<file path="src/rtl/cpu_trace_pkg.sv">
// Shared types and entry-layout helpers for the CPU debug trace buffer.
// An entry is packed as {timestamp, flag, ch_data}, with channel 0 at the LSBs.
package cpu_trace_pkg;

    typedef enum logic [1:0] {
        IDLE    = 2'd0,
        CAPTURE = 2'd1,
        STOPPED = 2'd2
    } state_t;

    localparam int DATA_LSB = 0;

    function automatic int entry_w(input int ts_w, input int num_ch, input int data_w);
        return ts_w + 1 + num_ch * data_w;
    endfunction

    function automatic int flag_pos(input int num_ch, input int data_w);
        return num_ch * data_w;
    endfunction

    function automatic int ts_lsb(input int num_ch, input int data_w);
        return num_ch * data_w + 1;
    endfunction

endpackage

</file>
<file path="src/rtl/trace_fifo.sv">
// Synchronous first-word-fall-through FIFO with an exact occupancy count.
// When evict_when_full is set, a push into a full FIFO that has no pop overwrites the oldest entry.
module trace_fifo #(
    parameter int WIDTH = 8,
    parameter int DEPTH = 16
) (
    input  logic                     clk,
    input  logic                     rst,
    input  logic                     push,
    input  logic                     pop,
    input  logic                     evict_when_full,
    input  logic [WIDTH-1:0]         wdata,
    output logic [WIDTH-1:0]         rdata,
    output logic                     full,
    output logic                     empty,
    output logic [$clog2(DEPTH):0]   count
);
    localparam int AW = $clog2(DEPTH);

    logic [WIDTH-1:0] mem [DEPTH];
    logic [AW-1:0]    wr_ptr, rd_ptr;
    logic [AW:0]      cnt;
    logic             do_pop, do_push, evict;

    assign full    = (cnt == (AW+1)'(DEPTH));
    assign empty   = (cnt == '0);
    assign count   = cnt;
    assign rdata   = mem[rd_ptr];

    assign do_pop  = pop && !empty;
    assign evict   = push && full && !do_pop && evict_when_full;
    assign do_push = push && (!full || do_pop || evict_when_full);

    // NOTE: sequential state is updated with non-blocking assignments so every
    // register sees the pre-edge value of every other register.
    always_ff @(posedge clk) begin
        if (rst) begin
            wr_ptr <= '0;
            rd_ptr <= '0;
            cnt    <= '0;
        end else begin
            if (do_push)
                wr_ptr <= wr_ptr + 1'b1;
            if (do_pop || evict)
                rd_ptr <= rd_ptr + 1'b1;
            cnt <= cnt + (AW+1)'(do_push) - (AW+1)'(do_pop) - (AW+1)'(evict);
        end
    end

    // NOTE: the storage array has no reset; validity is tracked by the pointers
    // and count, so clearing it would only cost reset fan-out.
    always_ff @(posedge clk) begin
        if (do_push)
            mem[wr_ptr] <= wdata;
    end

endmodule

</file>
<file path="src/rtl/cpu_trace_buffer.sv">
// Trace capture of CPU watch channels with a timestamp per entry and a valid/ready drain port.
// Define TRACE_WRAP_EN to overwrite the oldest entry on overflow instead of dropping the newest.
module cpu_trace_buffer
    import cpu_trace_pkg::*;
#(
    parameter int DATA_W      = 32,
    parameter int NUM_CH      = 4,
    parameter int DEPTH       = 16,
    parameter int TS_W        = 16,
    parameter int STOP_CYCLES = 50
) (
    input  logic                       clk,
    input  logic                       rst,
    input  logic                       arm,
    input  logic                       mode,
    input  logic [NUM_CH*DATA_W-1:0]   ch_data,
    input  logic                       flag_in,
    input  logic                       rd_ready,
    output logic                       rd_valid,
    output logic [TS_W-1:0]            rd_ts,
    output logic                       rd_flag,
    output logic [NUM_CH*DATA_W-1:0]   rd_data,
    output logic [$clog2(DEPTH):0]     count,
    output logic                       overflow,
    output logic                       capturing,
    output logic                       stopped
);
    localparam int CH_W    = NUM_CH * DATA_W;
    localparam int ENTRY_W = entry_w(TS_W, NUM_CH, DATA_W);
    localparam int FLAG_P  = flag_pos(NUM_CH, DATA_W);
    localparam int TS_L    = ts_lsb(NUM_CH, DATA_W);

`ifdef TRACE_WRAP_EN
    localparam logic WRAP = 1'b1;
`else
    localparam logic WRAP = 1'b0;
`endif

    state_t            state_q, state_d;
    logic [TS_W-1:0]   cyc_cnt;
    logic [CH_W:0]     prev, sample;
    logic              prev_valid, mode_q, overflow_q;
    logic              capture, pop_fire, lost, fifo_full, fifo_empty, last_cycle;
    logic [ENTRY_W-1:0] wentry, rentry;

    assign sample     = {flag_in, ch_data};
    assign last_cycle = (cyc_cnt == TS_W'(STOP_CYCLES - 1));
    assign capture    = (state_q == CAPTURE) && (mode_q || !prev_valid || sample != prev);
    assign pop_fire   = !fifo_empty && rd_ready;
    assign lost       = capture && fifo_full && !pop_fire;
    assign wentry     = {cyc_cnt, flag_in, ch_data};

    // NOTE: every signal assigned in always_comb gets a default first, so no
    // path through the case leaves it unassigned and infers a latch.
    always_comb begin
        state_d   = state_q;
        capturing = 1'b0;
        stopped   = 1'b0;
        unique case (state_q)
            IDLE:    if (arm) state_d = CAPTURE;
            CAPTURE: begin
                capturing = 1'b1;
                if (arm)             state_d = CAPTURE;
                else if (last_cycle) state_d = STOPPED;
            end
            STOPPED: begin
                stopped = 1'b1;
                if (arm) state_d = CAPTURE;
            end
            default: state_d = IDLE;
        endcase
    end

    always_ff @(posedge clk) begin
        if (rst) begin
            state_q    <= IDLE;
            cyc_cnt    <= '0;
            prev       <= '0;
            prev_valid <= 1'b0;
            mode_q     <= 1'b0;
            overflow_q <= 1'b0;
        end else begin
            state_q <= state_d;
            // Arm opens a fresh window but leaves earlier entries readable.
            if (arm) begin
                cyc_cnt    <= '0;
                prev_valid <= 1'b0;
                overflow_q <= 1'b0;
                mode_q     <= mode;
            end else if (state_q == CAPTURE) begin
                cyc_cnt    <= cyc_cnt + 1'b1;
                prev       <= sample;
                prev_valid <= 1'b1;
                if (lost)
                    overflow_q <= 1'b1;
            end
        end
    end

    trace_fifo #(
        .WIDTH (ENTRY_W),
        .DEPTH (DEPTH)
    ) u_fifo (
        .clk             (clk),
        .rst             (rst),
        .push            (capture),
        .pop             (rd_ready),
        .evict_when_full (WRAP),
        .wdata           (wentry),
        .rdata           (rentry),
        .full            (fifo_full),
        .empty           (fifo_empty),
        .count           (count)
    );

    assign rd_valid = !fifo_empty;
    assign rd_ts    = rentry[TS_L +: TS_W];
    assign rd_flag  = rentry[FLAG_P];
    assign rd_data  = rentry[DATA_LSB +: CH_W];
    assign overflow = overflow_q;

endmodule

</file>
<file path="config.mk">
export PLATFORM = sky130hd
export DESIGN_NAME = cpu_trace_buffer
export DESIGN_NICKNAME = d
export VERILOG_FILES = /design/src/rtl/cpu_trace_pkg.sv /design/src/rtl/trace_fifo.sv /design/src/rtl/cpu_trace_buffer.sv
export SDC_FILE = /design/constraint.sdc
export NUM_CORES = 2
export LEC_CHECK = 0
export ABC_AREA = 1
export CORE_ASPECT_RATIO = 0.9
export CORE_MARGIN = 5
export CORE_UTILIZATION = 55
export DETAILED_ROUTE_END_ITERATION = 12
export PLACE_DENSITY = 0.72
export SYNTH_ARGS = -nofsm -noshare
export SYNTH_HDL_FRONTEND = slang
export SYNTH_SLANG_ARGS = --single-unit
export TNS_END_PERCENT = 100
</file>
<file path="constraint.sdc">
create_clock -name clk -period 11.1 [get_ports clk]
set_input_delay 2.22 -clock clk [delete_from_list [all_inputs] [get_ports clk]]
set_output_delay 2.22 -clock clk [all_outputs]
set_load 0.02 [all_outputs]
</file>
Yosys cells after proc, flatten, opt, wreduce, memory -nomap -nowiden
Memory sizes are Yosys's and may differ from the RTL's. A register that Yosys moved wholly into a read port is not among the register bits. Cells that the tools add are included.

Flip-flop bits (word level): 163. Memory bits (writable): 2320. Input bits: 134. Output and inout bits: 154. Memories kept: 1.

Memory list: u_fifo.mem (depth 16, bits a word 145, read ports 1, clocked after Yosys merged registers in 1, wr ports 1, line trace_fifo.sv:20) `logic [WIDTH-1:0] mem [DEPTH];`.

$add $sub $neg: 5. Equal/unequal tests: 7. Muxes and demuxes: 10. Bitwise operators: 1. Reduce and logical (&&, ||, !) cells: 19.

Operators with widths (count): 129-bit != test (1); 16-bit by 1-bit adder with 16-bit output (second input constant) (1); 16-bit by 6-bit equality test with 1-bit output (second input constant) (1); 4-bit by 1-bit adder with 4-bit output (second input constant) (2); 4-bit 2-to-1 mux (2); 2-bit 2-to-1 mux (3); 2-bit AND reduction (3); 5-bit by 1-bit adder with 5-bit output (1); 5-bit equality test (second input constant) (1); 1-bit logical AND (5); 5-bit logical NOT (1); 5-bit by 1-bit subtractor with 5-bit output (1); 1-bit logical NOT (4); 1-bit 2-to-1 mux (4); 2-bit case mux with 2 select lines (1); 2-bit OR reduction (2); 1-bit logical OR (3); 3-bit != test (second input constant) (1); 2-bit by 1-bit equality test with 1-bit output (second input constant) (1); 2-bit equality test (second input constant) (1); 2-bit logical NOT (1); 2-bit by 1-bit != test with 1-bit output (second input constant) (1); 1-bit NOT (1).

Longest topological paths before layout
Depth after elaboration: 7. Mapped depth: 20. Gate-level depth less buffers: 20.

By module
Synthesis repeated with hierarchy kept, for this count alone.

Cells, all modules: 8546. Area, all modules: 100310.0 um^2.

Modules (own cells, without submodules): trace_fifo (instances 1, cells an instance 7422, area an instance 92805.3 um^2, sequential area each 70007.1 um^2); cpu_trace_buffer (instances 1, cells an instance 1124, area an instance 7504.7 um^2, sequential area each 3002.9 um^2).

Worst setup path after synthesis
OpenSTA, ideal clock, no wires.

Kind: input-to-reg. Start: input port ch_data[69]. End: memory u_fifo.mem[0][0] in the netlist's numbering (enable). Setup time: 651 ps. Arrival time: 9169 ps. Slack: 1280 ps. Stages: 15. Cell sequence: inv_1 -> nand2_1 -> nand2_1 -> inv_1 -> nand2_1 -> nor2_1 -> nand2_1 -> nor2_1 -> nand2_1 -> nor2_1 -> nand3_1 -> nand3_2 -> inv_2 -> nand2_2 -> nor2_1.

Longest elaborated chain between the ends: 6.

RTL lines: start: declaration (line cpu_trace_buffer.sv:16) `input logic [NUM_CH*DATA_W-1:0] ch_data,`; 129-bit != test (line cpu_trace_buffer.sv:48) `assign capture = (state_q == CAPTURE) && (mode_q || !prev_valid || sample != prev);`; 1-bit logical OR (line cpu_trace_buffer.sv:48); 1-bit logical AND (line cpu_trace_buffer.sv:48); 1-bit logical AND (line trace_fifo.sv:32) `assign do_push = push && (!full || do_pop || evict_when_full);`; named net u_fifo.do_push (line trace_fifo.sv:23) `logic do_pop, do_push, evict;`; 1-bit 2-to-1 mux (line trace_fifo.sv:53) `if (do_push)`; 1-bit 2-to-1 mux (implied by the code) (line trace_fifo.sv:54) `mem[wr_ptr] <= wdata;`; end: declaration (line trace_fifo.sv:20).

The timed path passes the listed nets, and every way through them passes these cells.

==> impl_metrics.ini <==
[setup_path]
cp_top_family = buffers and inverters
r2r-end = u_fifo.mem[13][19]$_DFFE_PP_
arrival_ps = 5310
end_kind = output pin
cpPeakStageDelay_ps = 830
path_buf_inv = 3
path_cells = buf_4 > buf_4 > o21ai_0 > o22ai_1 > nor2_1 > o22ai_1 > clkdlybuf4s50_1
reg2reg_from = prev[5]$_SDFFE_PP0P_
critical_path_class = reg2out
crit_required_ps = 8880
reg2reg_slack_ps = 6860
worstRegToRegCells = 14
crit_path_start_kind = register
worst_path_max_delay_cell = buf_4
endpoint = rd_ts[9]
worstPathMaxFanout = 86
path_depth = 7

[drt]
first_iter_violations = 8587
wirelength_um = 261600
via_per_inst = 6.266
num_vias = 63830
routedWlPerCell_um = 25.68
dr.pass1.iters = 6
route.detailed.drc = 0
ant_nets = 0

[placed_design]
gp_congestion = 0.8195
placed_area_um2 = 102200
port_buffers = 287
post-dp-hpwl_um = 135100
place_ws_ps = 3936

[layout]
design_area_um2 = 110000
fill_cells = 12760
regArea_um2 = 73030
final_layout_size_suffix_gt1_frac = 0.06546
layout-area-overhead-vs-synth_pct = 13.07
multi_input_area_um2 = 21410
fin_nets = 7748

[sta]
setup_tns_ps = 0
grt_setup_unrepaired = false
tightest_slew_ps = 1521
slew_violations = 59
setup_ws_ps = 3569
setup_viol = 0
final.setup_skew_ps = 56.05
fin_crit_sh = 0.6784
max_slew_margin = -0.01368
hold_slack_ps = 477.2
finalHoldViolCount = 0
max_freq_mhz = 132.8
period_minus_slack_ps = 7531

[yosys]
async_reset_ff_frac = 0
synth_seq_area_share = 0.7503
yosysWarnings = 0
syn_area_per_cell_um2 = 13.01
ys_ff_latch = 2487
syn-cell-area_um2 = 97310
synth_edf_count = 2320
yosysUniqueCellTypes = 38
synth-main-ff-cell = edfxtp_1
syn-num-nets = 7630
synth_cells = 7482

[pwr]
power_density_nw_per_um2 = 213.7
p_leak_nw = 35.48
ir_worst_vdd_mv = 0.1481

[clocking]
cts_made_buffers = 231
clk_pin_slew_ps = 70
cts_tree = built
cts_hold_buf = 0
clock_sinks = 2487
cts_root_buffer = clkbuf_16
clockBufferDepth = 3
cts-resized-gates = 0
post-cts-setup-buffers = 0
cts_max_level = 4
clk_latency_ps = 890

[floorplan]
die_y_um = 409.0
start_util = 0.5531
die_w_um = 453.4
row_count = 146
core_um2 = 175900
die-area_um2 = 185400
ios = 288

[global_routing]
grt_pass1_vias = 60960
antenna_found_initial = 22
gr-total-overflow = 0
grt_pass1_wl_um = 387200
grt_max_degree = 264
grt_usage = 0.2753

[outcome]
status = finished with violations
violations = slew limit

[hold_path]
hp-class = reg2reg

[run]
maxCapViolCount = 0
-- per-layer routing --
layer | routed length [um] | share of wire | track usage
met3 | 25470 | 0.097 | 0.05010
met2 | 122500 | 0.47 | 0.4265
met5 | 156 | 0.00060 | 0
met4 | 9543 | 0.036 | 0.1063
met1 | 104000 | 0.40 | 0.3925
-- kinds of logic (layout without fill, tap and decap cells) --
| kind of cell | after synthesis | count (layout) | synth area share |
|---|---|---|---|
| AND/OR/NAND/NOR | 1860 | 1860 | 0.07397 |
| adder cells (fa/ha/maj) | 14 | 14 | 0.001877 |
| multiplexers | 15 | 15 | 0.001543 |
| XOR/XNOR | 53 | 53 | 0.004770 |
| AO/OA/AOI/OAI | 2335 | 2335 | 0.1366 |
| flip-flops | 2487 | 2487 | 0.7503 |
| buffers and inverters | 718 | 1042 | 0.03090 |
| other | 0 | 12 | 0 |
-- layout by cell type (no fill, tap or decap), types with 5 or more instances in the layout --
cell type,Yosys,routed
clkinv_1,2,36
o32ai_1,11,11
buf_4,16,102
clkinv_16,0,7
ha_1,13,13
bufinv_16,0,24
clkinv_2,0,41
clkinvlp_4,0,10
nor3_1,11,11
nand2_1,288,288
o22ai_1,422,422
clkbuf_1,343,59
nor2_4,3,19
nand3_1,58,58
xnor2_1,35,35
nor2_1,1469,1453
clkbuf_16,0,234
a21oi_1,103,103
clkbuf_8,0,20
dfxtp_1,167,163
o221ai_1,217,217
edfxtp_1,2320,2320
nand2_2,5,5
clkdlybuf4s50_1,0,287
o21ai_0,1381,1381
inv_1,186,186
o21ai_1,111,111
nand4_1,16,16
xor2_1,18,18
diode_2,0,12
mux2i_1,15,15
o211ai_1,86,86
buf_12,0,19
-- worst register-to-register path: stages, from the launching register on --
cell	delay, ps
dfxtp_1	310
inv_1	70
o21ai_0	180
nor2_1	100
nand2_1	70
nor2_1	50
nand3_1	280
nor2_1	110
nand3_1	180
nand3_2	170
inv_2	180
nand2_2	160
nor2_4	840
buf_4	610
buf_4	510
-- flip-flops by register name, summed over array words and instances (netlist names), named ones only --
| name | cells |
|---|---|
| u_fifo.mem | 2320 |
| prev | 129 |
| cyc_cnt | 16 |
| u_fifo.count | 5 |
| u_fifo.rd_ptr | 4 |
| u_fifo.wr_ptr | 4 |
| state_q | 2 |
| mode_q | 1 |
| overflow | 1 |
| prev_valid | 1 |
-- synth_stat cells (3+ instances only) --
master       n  share of area
a21oi_1    103         0.0053
buf_1        8        0.00031
buf_2      147         0.0076
buf_4       16         0.0012
buf_6        9         0.0010
clkbuf_1   343          0.013
dfxtp_1    167          0.034
edfxtp_1  2320           0.72
ha_1        13         0.0017
inv_1      186         0.0072
inv_2        7        0.00027
mux2i_1     15         0.0015
nand2_1    288          0.011
nand2_2      5        0.00032
nand3_1     58         0.0030
nand4_1     16         0.0010
nor2_1    1469          0.057
nor2_4       3        0.00035
nor3_1      11        0.00057
nor3_2       4        0.00041
o211ai_1    86         0.0066
o21ai_0   1381          0.071
o21ai_1    111         0.0057
o221ai_1   217          0.020
o22ai_1    422          0.027
o32ai_1     11        0.00099
xnor2_1     35         0.0032
xor2_1      18         0.0016
-- report_power, final --
part	total (mW)	internal (mW)	leakage, nW	switching (mW)
Sequential	10.5	10.4	22.1	0.0764
Clock	8.05	4.59	3.79	3.46
Combinational	5.01	1.59	9.57	3.41
Total	23.5	16.6	35.5	6.95
-- area by class of cell --
type | count | area share
diodes | 12 | 0.0002729
clock inverters | 126 | 0.01325
multi-input cells | 4277 | 0.1946
flip-flops and latches | 2487 | 0.6637
inverters | 195 | 0.006994
repair buffers | 408 | 0.03653
well taps | 2368 | 0.02693
clock buffers | 313 | 0.05773
-- how the worst min path moves through the flow --
stage,from,end,slack [ps],cells past startpoint
floorplan,prev_valid$_SDFFE_PP0P_,prev_valid$_SDFFE_PP0P_,440,2
global placement,prev_valid$_SDFFE_PP0P_,prev_valid$_SDFFE_PP0P_,460,2
detailed placement,prev_valid$_SDFFE_PP0P_,prev_valid$_SDFFE_PP0P_,460,2
CTS,prev_valid$_SDFFE_PP0P_,prev_valid$_SDFFE_PP0P_,470,2
global route,prev[9]$_SDFFE_PP0P_,prev[9]$_SDFFE_PP0P_,490,2
finish,prev[27]$_SDFFE_PP0P_,prev[27]$_SDFFE_PP0P_,480,2
-- per-stage QoR --
step / power (mW) / util / instances
global placement: 15.50 / 0.5809 / 9735
CTS: 23.57 / 0.6253 / 10170
global route: 24.42 / 0.6254 / 10180
detailed placement: 15.62 / 0.5809 / 9735
finish: 23.51 / 0.6254 / 10190
floorplan: 13.70 / - / 7482
No activity file was read; power rests on OpenSTA's default activity.
